### config.mk
export PLATFORM = sky130hd
export DESIGN_NAME = ring_step_scheduler
export DESIGN_NICKNAME = d
export VERILOG_FILES = /design/src/rtl/ring_step_scheduler.sv
export SDC_FILE = /design/constraint.sdc
export NUM_CORES = 1
export LEC_CHECK = 0
export CAP_MARGIN = 30
export CORE_ASPECT_RATIO = 1.25
export CORE_MARGIN = 5
export CORE_UTILIZATION = 55
export DETAILED_ROUTE_END_ITERATION = 7
export DONT_BUFFER_PORTS = 1
export PLACE_DENSITY_LB_ADDON = 0.15
export SLEW_MARGIN = 25
export SYNTH_ARGS = -nofsm -noshare
export SYNTH_HDL_FRONTEND = slang
export SYNTH_SLANG_ARGS = --single-unit
### constraint.sdc
create_clock -name clk -period 3.07 [get_ports clk]
set_input_delay 0.614 -clock clk [delete_from_list [all_inputs] [get_ports clk]]
set_output_delay 0.614 -clock clk [all_outputs]
set_load 0.005 [all_outputs]
### src/rtl/ring_step_scheduler.sv
// Sequencing controller for a one-hot ring counter: prescaled step enables,
// free-run / burst / single-step / pause / resync modes, slot index mirror.
module ring_step_scheduler #(
    parameter int PRESC_W = 24,
    parameter int NUM_POS = 5,
    parameter int BURST_W = 8
) (
    input  logic               clk,
    input  logic               rst_n,
    input  logic               start,
    input  logic               stop,
    input  logic               pause,
    input  logic               step,
    input  logic               burst_go,
    input  logic [BURST_W-1:0] burst_len,
    input  logic [PRESC_W-1:0] period,
    input  logic               resync,
    output logic               step_en,
    output logic               ring_rst_n,
    output logic [2:0]         pos,
    output logic               lap_done,
    output logic               burst_done,
    output logic               busy,
    output logic [1:0]         state
);

    typedef enum logic [1:0] {
        ST_IDLE  = 2'b00,
        ST_RUN   = 2'b01,
        ST_BURST = 2'b10,
        ST_PAUSE = 2'b11
    } state_t;

    // Terminal prescaler count; periods 0 and 1 both tick every clock.
    function automatic logic [PRESC_W-1:0] tick_limit(input logic [PRESC_W-1:0] per);
        if (per < PRESC_W'(2)) begin
            tick_limit = {PRESC_W{1'b0}};
        end else begin
            tick_limit = per - PRESC_W'(1);
        end
    endfunction

    function automatic logic [2:0] next_pos(input logic [2:0] p);
        if (p == 3'(NUM_POS - 1)) begin
            next_pos = 3'd0;
        end else begin
            next_pos = p + 3'd1;
        end
    endfunction

    state_t             state_r, state_s;
    logic [PRESC_W-1:0] cnt_r, cnt_s;
    logic [BURST_W-1:0] rem_r, rem_s;
    logic               saved_burst_r, saved_burst_s;
    logic               step_en_r, step_en_s;
    logic               ring_rst_n_r, ring_rst_n_s;
    logic [2:0]         pos_r, pos_s;
    logic               lap_done_r, lap_done_s;
    logic               burst_done_r, burst_done_s;
    logic               busy_r, busy_s;
    logic               run_s;
    logic               burst_mode_s;
    logic [PRESC_W-1:0] limit_s;

    // Command decode, prescaler and burst accounting for the next edge.
    always_comb begin
        state_s       = state_r;
        cnt_s         = cnt_r;
        rem_s         = rem_r;
        saved_burst_s = saved_burst_r;
        step_en_s     = 1'b0;
        ring_rst_n_s  = 1'b1;
        burst_done_s  = 1'b0;
        run_s         = 1'b0;
        burst_mode_s  = 1'b0;
        limit_s       = tick_limit(period);
        pos_s         = step_en_r ? next_pos(pos_r) : pos_r;

        if (resync) begin
            ring_rst_n_s = 1'b0;
            pos_s        = 3'd0;
            cnt_s        = {PRESC_W{1'b0}};
        end else if (stop) begin
            state_s = ST_IDLE;
            cnt_s   = {PRESC_W{1'b0}};
            rem_s   = {BURST_W{1'b0}};
        end else if (pause) begin
            case (state_r)
                ST_RUN: begin
                    state_s       = ST_PAUSE;
                    saved_burst_s = 1'b0;
                end
                ST_BURST: begin
                    state_s       = ST_PAUSE;
                    saved_burst_s = 1'b1;
                end
                default: begin
                end
            endcase
        end else begin
            case (state_r)
                ST_IDLE: begin
                    if (burst_go && (burst_len != {BURST_W{1'b0}})) begin
                        state_s = ST_BURST;
                        rem_s   = burst_len;
                        cnt_s   = {PRESC_W{1'b0}};
                    end else if (start) begin
                        state_s = ST_RUN;
                        cnt_s   = {PRESC_W{1'b0}};
                    end else if (step) begin
                        step_en_s = 1'b1;
                    end else begin
                    end
                end
                ST_RUN: begin
                    run_s = 1'b1;
                end
                ST_BURST: begin
                    run_s        = 1'b1;
                    burst_mode_s = 1'b1;
                end
                ST_PAUSE: begin
                    // Resume edge already counts: the frozen cnt advances on this edge.
                    if (start) begin
                        state_s      = saved_burst_r ? ST_BURST : ST_RUN;
                        run_s        = 1'b1;
                        burst_mode_s = saved_burst_r;
                    end else if (step) begin
                        step_en_s = 1'b1;
                    end else begin
                    end
                end
                default: begin
                    state_s = ST_IDLE;
                end
            endcase
        end

        if (run_s) begin
            if (burst_mode_s && (rem_r == {BURST_W{1'b0}})) begin
                state_s      = ST_IDLE;
                cnt_s        = {PRESC_W{1'b0}};
                burst_done_s = 1'b1;
            end else if (cnt_r >= limit_s) begin
                cnt_s     = {PRESC_W{1'b0}};
                step_en_s = 1'b1;
                if (burst_mode_s) begin
                    rem_s = rem_r - BURST_W'(1);
                end else begin
                    rem_s = rem_r;
                end
            end else begin
                cnt_s = cnt_r + PRESC_W'(1);
            end
        end else begin
        end

        // pos_s is the slot the issued step will move away from.
        lap_done_s = step_en_s && (pos_s == 3'(NUM_POS - 1));
        busy_s     = (state_s == ST_RUN) || (state_s == ST_BURST);
    end

    // State and registered outputs.
    always_ff @(posedge clk or negedge rst_n) begin
        if (!rst_n) begin
            state_r       <= ST_IDLE;
            cnt_r         <= {PRESC_W{1'b0}};
            rem_r         <= {BURST_W{1'b0}};
            saved_burst_r <= 1'b0;
            step_en_r     <= 1'b0;
            ring_rst_n_r  <= 1'b0;
            pos_r         <= 3'd0;
            lap_done_r    <= 1'b0;
            burst_done_r  <= 1'b0;
            busy_r        <= 1'b0;
        end else begin
            state_r       <= state_s;
            cnt_r         <= cnt_s;
            rem_r         <= rem_s;
            saved_burst_r <= saved_burst_s;
            step_en_r     <= step_en_s;
            ring_rst_n_r  <= ring_rst_n_s;
            pos_r         <= pos_s;
            lap_done_r    <= lap_done_s;
            burst_done_r  <= burst_done_s;
            busy_r        <= busy_s;
        end
    end

    assign step_en    = step_en_r;
    assign ring_rst_n = ring_rst_n_r;
    assign pos        = pos_r;
    assign lap_done   = lap_done_r;
    assign burst_done = burst_done_r;
    assign busy       = busy_r;
    assign state      = state_r;

endmodule

## Word-level counts from Yosys, hierarchy flattened

Cells that the tools add are included.

- Reductions and logical operators: 13
- Magnitude comparators: 2
- Equal/unequal tests: 9
- Bitwise gates (word level): 2
- Add/sub/neg operators: 4
- Muxes and demuxes: 57

Operators with widths:

| cell | count |
|---|---|
| 2-to-1 mux 24 bit | 10 |
| 2-to-1 mux 8 bit | 9 |
| adder 24 x 1 -> 24 bit (second input constant) | 1 |
| greater-or-equal comparator 24 bit | 1 |
| < comparator 24 x 2 -> 1 bit (second input constant) | 1 |
| subtractor 24 x 1 -> 24 bit (second input constant) | 1 |
| 2-to-1 mux 1 bit | 20 |
| 2-to-1 mux 2 bit | 10 |
| 2-to-1 mux 3 bit | 3 |
| zero test 8 bit | 1 |
| case mux 1 bit (2 select lines) | 4 |
| nonzero test 8 bit | 1 |
| subtractor 8 x 1 -> 8 bit (second input constant) | 1 |
| equality test 2 bit (second input constant) | 3 |
| equality test 3 bit (second input constant) | 2 |
| nonzero test 5 bit | 1 |
| equality test 2 x 1 -> 1 bit (second input constant) | 2 |
| != test 4 x 2 -> 1 bit (second input constant) | 1 |
| != test 4 bit (second input constant) | 1 |
| case mux 2 bit (2 select lines) | 1 |
| AND reduction 4 bit | 1 |
| nonzero test 4 bit | 1 |
| adder 3 x 1 -> 3 bit (second input constant) | 1 |
| logical AND 1 bit | 3 |
| 6 further kinds | 7 |

- Logic and storage cells: 97
- Output and inout bits: 10
- Register bits after elaboration: 43

## Logic depth before layout (Yosys ltp)

Gate-level depths: netlist of the first run.

- Word-level depth: 11
- Depth in mapped cells: 15
- Gate-level depth less buffers: 14

## Worst setup path after synthesis of the first run

No wires, ideal clock.

- Kind: input to register
- Start point: input port period[13]
- End point: register cnt_r[13]
- Data arrival time: 3952 ps
- Cell stages on the path: 14
- Data required time: 2980 ps
- Setup slack: -972 ps
- Cells stage by stage: or4_4 or3_4 or2_4 nor3_2 xor2_1 nand2_1 ha_1 a21oi_1 o21ai_0 a2111o_1 a21o_1 buf_2 or4_1 o221ai_1

- Longest elaborated chain between the ends: 6
- Elaborated cells on any way between the ends: 7
- Classes of those cells: 1 x add/sub; 2 x order compare; 4 x mux

Ends and longest elaborated chain:

| what | RTL line | RTL |
|---|---|---|
| from (decl) | 16 | `input logic [PRESC_W-1:0] period,` |
| subtractor 24 x 1 -> 24 bit or < comparator 24 x 2 -> 1 bit (tied branches) | 39, 36 |  |
| 2-to-1 mux 24 bit * | 36 | `if (per < PRESC_W'(2)) begin` |
| greater-or-equal comparator 24 bit * | 144 | `end else if (cnt_r >= limit_s) begin` |
| 2-to-1 mux 24 bit * | 144 |  |
| 2-to-1 mux 24 bit * | 140 | `if (burst_mode_s && (rem_r == {BURST_W{1'b0}})) begin` |
| 2-to-1 mux 24 bit * | 139 | `if (run_s) begin` |
| to (signal assigned) | 167 | `cnt_r <= {PRESC_W{1'b0}};` |
| to (signal assigned) | 178 | `cnt_r <= cnt_s;` |
| to (decl) | 52 | `logic [PRESC_W-1:0] cnt_r, cnt_s;` |

Every way passes the cells marked *; elsewhere a longest branch is shown, timed or not.
A chain may end at the register's enable or synchronous reset.

## Final worst setup path of the first run

- Start point: input port period[10]
- End point: register cnt_r[2]

The elaborated chain is that of the path after synthesis.

==> results of run 1 <==
per-layer routing:
layer,track usage,up-vias,wire length (µm)
li1,-,1749,-
met1,0.273,1660,3770
met2,0.411,97,4660
met3,0.0366,16,482
met4,0.0943,0,235
met5,0,-,0
cell type report:
type	count	area [µm²]	area share
clock buffers	6	82.6	0.0194
clock inverters	1	5.00	0.00118
inverters	26	97.6	0.0229
multi-input cells	370	2560	0.602
flip-flops and latches	43	1080	0.253
well taps	87	109	0.0256
repair buffers	35	327	0.0767
synthesized netlist by cell type (12+ instances only):
cell type / number
nand2_1: 60
dfrtp_1: 43
a31oi_1: 32
ha_1: 32
nand3_1: 30
nor2_1: 28
a21oi_1: 27
inv_1: 26
nor3_1: 15
o21ai_0: 12
xor2_1: 12
stage by stage:
step                 util  hold WS, ps  area [µm²]  cells
floorplan               -          318        3700    458
global placement    0.606          320        3950    555
detailed placement  0.606          320        3950    555
CTS                 0.635        0.320        4150    566
global route        0.653         1.71        4260    568
finish              0.653         15.3        4260    568
registers in the layout, summed over array words and instances (netlist names):
name	cells
ring_rst_n	1
busy	1
pos	3
burst_done	1
saved_burst_r	1
state	2
lap_done	1
cnt_r	24
step_en	1
rem_r	8
cells in the final DEF, fill, tap and decap left out, types with 11 or more instances in the layout:
| cell type | count |
|---|---|
| xor2_1 | 12 |
| ha_1 | 30 |
| dfrtp_1 | 43 |
| nand3_1 | 29 |
| nand2_1 | 58 |
| a31oi_1 | 32 |
| nor2_1 | 28 |
| nor3_1 | 15 |
| a21oi_1 | 24 |
| inv_1 | 26 |
| or3_1 | 11 |
| buf_4 | 28 |
report_power, final:
group	switching, mW	total, mW	internal (mW)
sequential	0.0350	0.632	0.597
combinational	0.162	0.289	0.127
clock	0.191	0.368	0.177
total	0.388	1.29	0.901
how the worst min path moves through the flow:
| stage | cells past startpoint | endpoint |
|---|---|---|
| finish | 0 | pos[1]$_DFF_PN0_ |
| global route | 0 | pos[1]$_DFF_PN0_ |
| floorplan | 0 | burst_done$_DFF_PN0_ |
| detailed placement | 0 | pos[1]$_DFF_PN0_ |
| global placement | 0 | pos[1]$_DFF_PN0_ |
| CTS | 0 | cnt_r[14]$_DFFE_PN0P_ |
cell families after synthesis:
kind of cell,count (synthesis),share of synthesized area
buffers and inverters,45,0.0534
muxes,3,0.00884
adders and majority gates,32,0.109
DFF,43,0.293
and+or+nand+nor,198,0.276
AOI/OAI and AO/OA,117,0.213
xor gates and xnor gates,20,0.0476
timing repair:
action / in CTS / in global routing
hold buffers: 1 / 1
hold endpoints to repair: 8 / 26
setup endpoints to repair: 34 / 34
setup buffers: 3 / 2
pin swaps: 8 / 13
resized for setup: 13 / 15
==> flow_metrics.py, run 1 <==
metrics = {
    "outcome": {
        "status": "complete, but fails checks",
        "failed_checks": "negative setup slack",
    },
    "cts": {
        "insertion_delay_ps": 290,
        "cts-root-buf": "clkbuf_8",
        "numCtsBuffers": 5,
        "ctsLongestPathBuffers": 2,
        "clkSinkCount": 43,
        "cts_tree": "done",
        "cts_htree_levels": 2,
        "path_clk_slew_ps": 80,
    },
    "detailed_routing": {
        "via_count": 3522,
        "route.antenna.remaining_nets": 0,
        "drtIter0Drc": 129,
        "vias_per_cell": 6.20,
        "routed_wl_um": 9150,
        "post_drt_wl_per_cell_um": 16.1,
        "drc": 0,
        "dr.pass1.iters": 4,
    },
    "timing": {
        "skew_ps": 8.81,
        "worst_pin_slew_ps": 604,
        "hold_viol": 0,
        "fmax_ghz": 0.270,
        "tns_ps": -18130,
        "slew_headroom": 0.596,
        "finalWorstSetupSlack_ps": -635,
        "fin_crit_ps": 3700,
        "period_share": 1.21,
        "final_max_slew_viol_count": 0,
        "rsz0062_at_grt": "yes",
        "setup_violations": 34,
    },
    "synth": {
        "ys_ff_latch": 43,
        "ys_types": 63,
        "async_flop_share": 1.00,
        "ys_seq_area_frac": 0.293,
        "synth_edf_count": 0,
        "syn_inst": 458,
        "syn_area_per_cell_um2": 8.03,
        "ys.flop_type": "dfrtp_1",
        "synth.area.top_cells": "dfrtp_1 29%, ha_1 11%, nand2_1 6.1%",
        "syn_area_um2": 3680,
        "synth_top_cell_area_share": 0.293,
        "yosys_warnings": 0,
        "yosysTopAreaCell": "dfrtp_1",
        "syn_nets": 530,
    },
    "pwr": {
        "p_total_mw": 1.29,
        "power.leakage_nw": 1.84,
        "power.density_nw_per_um2": 303,
        "vdd.ir_drop.worst_v": 0.000344,
    },
    "worst_setup_path": {
        "ff2ff_setup_slack_ps": 460,
        "crit_type": "input port to register",
        "crit_top_cell": "o21ai_2",
        "worstPathRequired_ps": 3280,
        "rr_startpoint": "state[0]$_DFF_PN0_",
        "r2r-end": "rem_r[1]$_DFFE_PN0P_",
        "cp_slowest_cell": "or4_4",
        "crit_start": "period[10]",
        "worst_setup_path_end_kind": "register",
        "crit_family": "simple AND/OR/NAND/NOR gates",
        "path_cells": "or4_4, or3_4, or2_4, buf_4, o21ai_2, ha_1, a21oi_1, o21ai_2, a2111o_1, a21o_4, buf_12, or3_1, a31oi_1",
        "r2r_cells": 9,
        "cp_num_cells": 13,
        "cp-start-kind": "input port",
        "cp_max_fo": 10,
        "cp.buffers_inverters": 2,
        "endpoint": "cnt_r[2]$_DFFE_PN0P_",
        "slowest_delay_ps": 520,
        "arrival_ps": 3910,
    },
    "cells_and_area": {
        "fillers": 578,
        "final_nets": 553,
        "layout-drive-gt1-share": 0.158,
        "syn_to_final_growth_pct": 15.8,
        "antenna_cells": 0,
    },
    "die": {
        "start_util": 0.564,
        "die_w_um": 83.1,
        "rows": 33,
        "ioPinCount": 50,
        "core-area_um2": 6520,
        "die_y_um": 101,
        "dieArea_um2": 8430,
    },
    "global_route": {
        "grt_pass1_wl_um": 16000,
        "grt_pass1_vias": 3573,
        "grt_max_degree": 37,
        "antenna_found_initial": 0,
        "grt_remaining_overflow": 0,
        "grtUsageTotal": 0.229,
    },
    "worst_hold_path": {
        "hold_class": "input port to asynchronous set/reset pin",
    },
    "placed_design": {
        "portBuffers": 0,
        "pre_cts_slack_ps": -1020,
        "gp_congestion": 0.851,
        "hpwl_um": 6930,
    },
    "flow_run": {
        "cap_violations": 0,
    },
}
No activity file was read; power rests on OpenSTA's default activity.
==> inputs of run 2 (changes only) <==
Settings changed: CORE_MARGIN 5 to default.
==> flow_metrics.py, run 2 (synthesis results as in run 1) <==
metrics = {
    "detailed_routing": {
        "drtIter0Drc": 163,
        "via_count": 3599,
        "maxUsedRoutingLayer": "met4",
        "drc": 0,
        "dr.pass1.iters": 5,
        "routed_wl_um": 9680,
        "post_drt_wl_per_cell_um": 17.0,
        "dr_wl_met2_um": 4840,
        "vias_per_cell": 6.34,
        "route.antenna.remaining_nets": 0,
        "route.met3.wl_um": 644,
        "wl_met1_um": 3840,
    },
    "outcome": {
        "status": "complete, but fails checks",
        "failed_checks": "negative setup slack",
    },
    "worst_setup_path": {
        "worstPathRequired_ps": 3290,
        "crit_type": "input port to register",
        "cp-start-kind": "input port",
        "arrival_ps": 3850,
        "cp_max_fo": 17,
        "r2r_cells": 8,
        "worst_setup_path_end_kind": "register",
    },
    "timing": {
        "rsz0062_at_grt": "yes",
        "period_share": 1.18,
        "hold_viol": 0,
        "skew_ps": 9.51,
        "setup_violations": 34,
        "slew_headroom": 0.605,
        "final_max_slew_viol_count": 0,
        "worst_pin_slew_ps": 590,
        "holdWs_ps": 135,
        "finalWorstSetupSlack_ps": -550,
        "fin_crit_ps": 3620,
        "tns_ps": -15960,
        "fmax_ghz": 0.276,
    },
    "die": {
        "start_util": 0.581,
        "core-area_um2": 6330,
        "ioPinCount": 50,
        "die_y_um": 93.4,
        "die_w_um": 75.1,
        "rows": 32,
        "dieArea_um2": 7020,
    },
    "cells_and_area": {
        "top_register": "cnt_r",
        "final_core_utilization": 0.708,
        "most-common-layout-cells": "57 x nand2_1, 43 x dfrtp_1, 29 x a31oi_1, 29 x ha_1",
        "final_nets": 554,
        "layout-drive-gt1-share": 0.197,
        "layout_commonest_cell": "nand2_1",
        "largest_reg_flops": 24,
        "syn_to_final_growth_pct": 21.8,
        "antenna_cells": 0,
        "finalNonFillerCells": 568,
        "stdcell_area_um2": 4480,
    },
    "placed_design": {
        "gp_congestion": 0.897,
        "portBuffers": 0,
        "hpwl_um": 6740,
        "pre_cts_slack_ps": -1040,
        "place_area_um2": 3950,
        "dp_cells": 552,
    },
    "pwr": {
        "power.leakage_nw": 1.90,
        "vdd.ir_drop.worst_v": 0.000270,
        "power.density_nw_per_um2": 329,
        "p_total_mw": 1.47,
    },
    "global_route": {
        "grt_max_degree": 44,
        "grt_remaining_overflow": 0,
        "grt_pass1_vias": 3666,
        "antenna_found_initial": 0,
        "grt_pass1_wl_um": 15800,
        "grtUsageTotal": 0.293,
    },
    "cts": {
        "cts_tree": "done",
        "ctsLongestPathBuffers": 2,
        "clkSinkCount": 43,
        "insertion_delay_ps": 310,
        "path_clk_slew_ps": 90,
        "cts_htree_levels": 2,
        "cts-root-buf": "clkbuf_8",
        "numCtsBuffers": 5,
    },
    "worst_hold_path": {
        "hold_class": "input port to asynchronous set/reset pin",
    },
    "flow_run": {
        "cap_violations": 0,
    },
}
run 2: where the power goes:
part	switching [mW]	internal [mW]	total, mW
clock	0.219	0.325	0.543
combinational	0.168	0.130	0.298
sequential	0.0342	0.597	0.632
total	0.420	1.05	1.47
run 2: worst max-delay path, stage by stage:
cell and delay, ps:
or4_4 520, or3_4 350, buf_4 150, nor2_2 140, nand2_1 90, xnor2_1 160, nand2_1 90, ha_1 300
nand2_1 90, o21ai_2 70, a2111o_1 330, buf_4 160, a21o_4 260, or4_1 430, o221ai_2 80
run 2: layout make-up:
| type | instances | area (µm²) |
|---|---|---|
| clock inverter | 3 | 67.6 |
| tap | 85 | 106 |
| multi-input combinational | 370 | 2670 |
| sequential | 43 | 1080 |
| fill | 515 | 1850 |
| timing repair buffer | 36 | 390 |
| inverter | 26 | 97.6 |
| clock buffer | 5 | 68.8 |
run 2: final timing paths:
path                                                   to                  from  slack [ps]
worst max-delay path                cnt_r[13]$_DFFE_PN0P_            period[10]        -550
worst min-delay path                 rem_r[5]$_DFFE_PN0P_                 rst_n         130
worst max register to register      cnt_r[13]$_DFFE_PN0P_  cnt_r[2]$_DFFE_PN0P_         450
worst min register to register       cnt_r[6]$_DFFE_PN0P_  cnt_r[6]$_DFFE_PN0P_         530
max in group asynchronous       saved_burst_r$_DFFE_PN0P_                 rst_n        2730
min in group clk                     ring_rst_n$_DFF_PN0_                resync         380
run 2: timing repair:
item | 4_1_cts | 5_1_grt
setup endpoints to repair | 34 | 34
pin swaps | 18 | 6
hold buffers | 1 | 0
buffers inserted | 4 | 1
hold endpoints to repair | 43 | 0
gates resized for setup | 36 | 18
cloned | 2 | 0
run 2: metal layers:
| metal | GRT usage | vias to the layer above |
|---|---|---|
| li1 | - | 1749 |
| met2 | 0.520 | 141 |
| met1 | 0.335 | 1678 |
| met5 | 0 | - |
| met4 | 0.136 | 0 |
| met3 | 0.0485 | 31 |
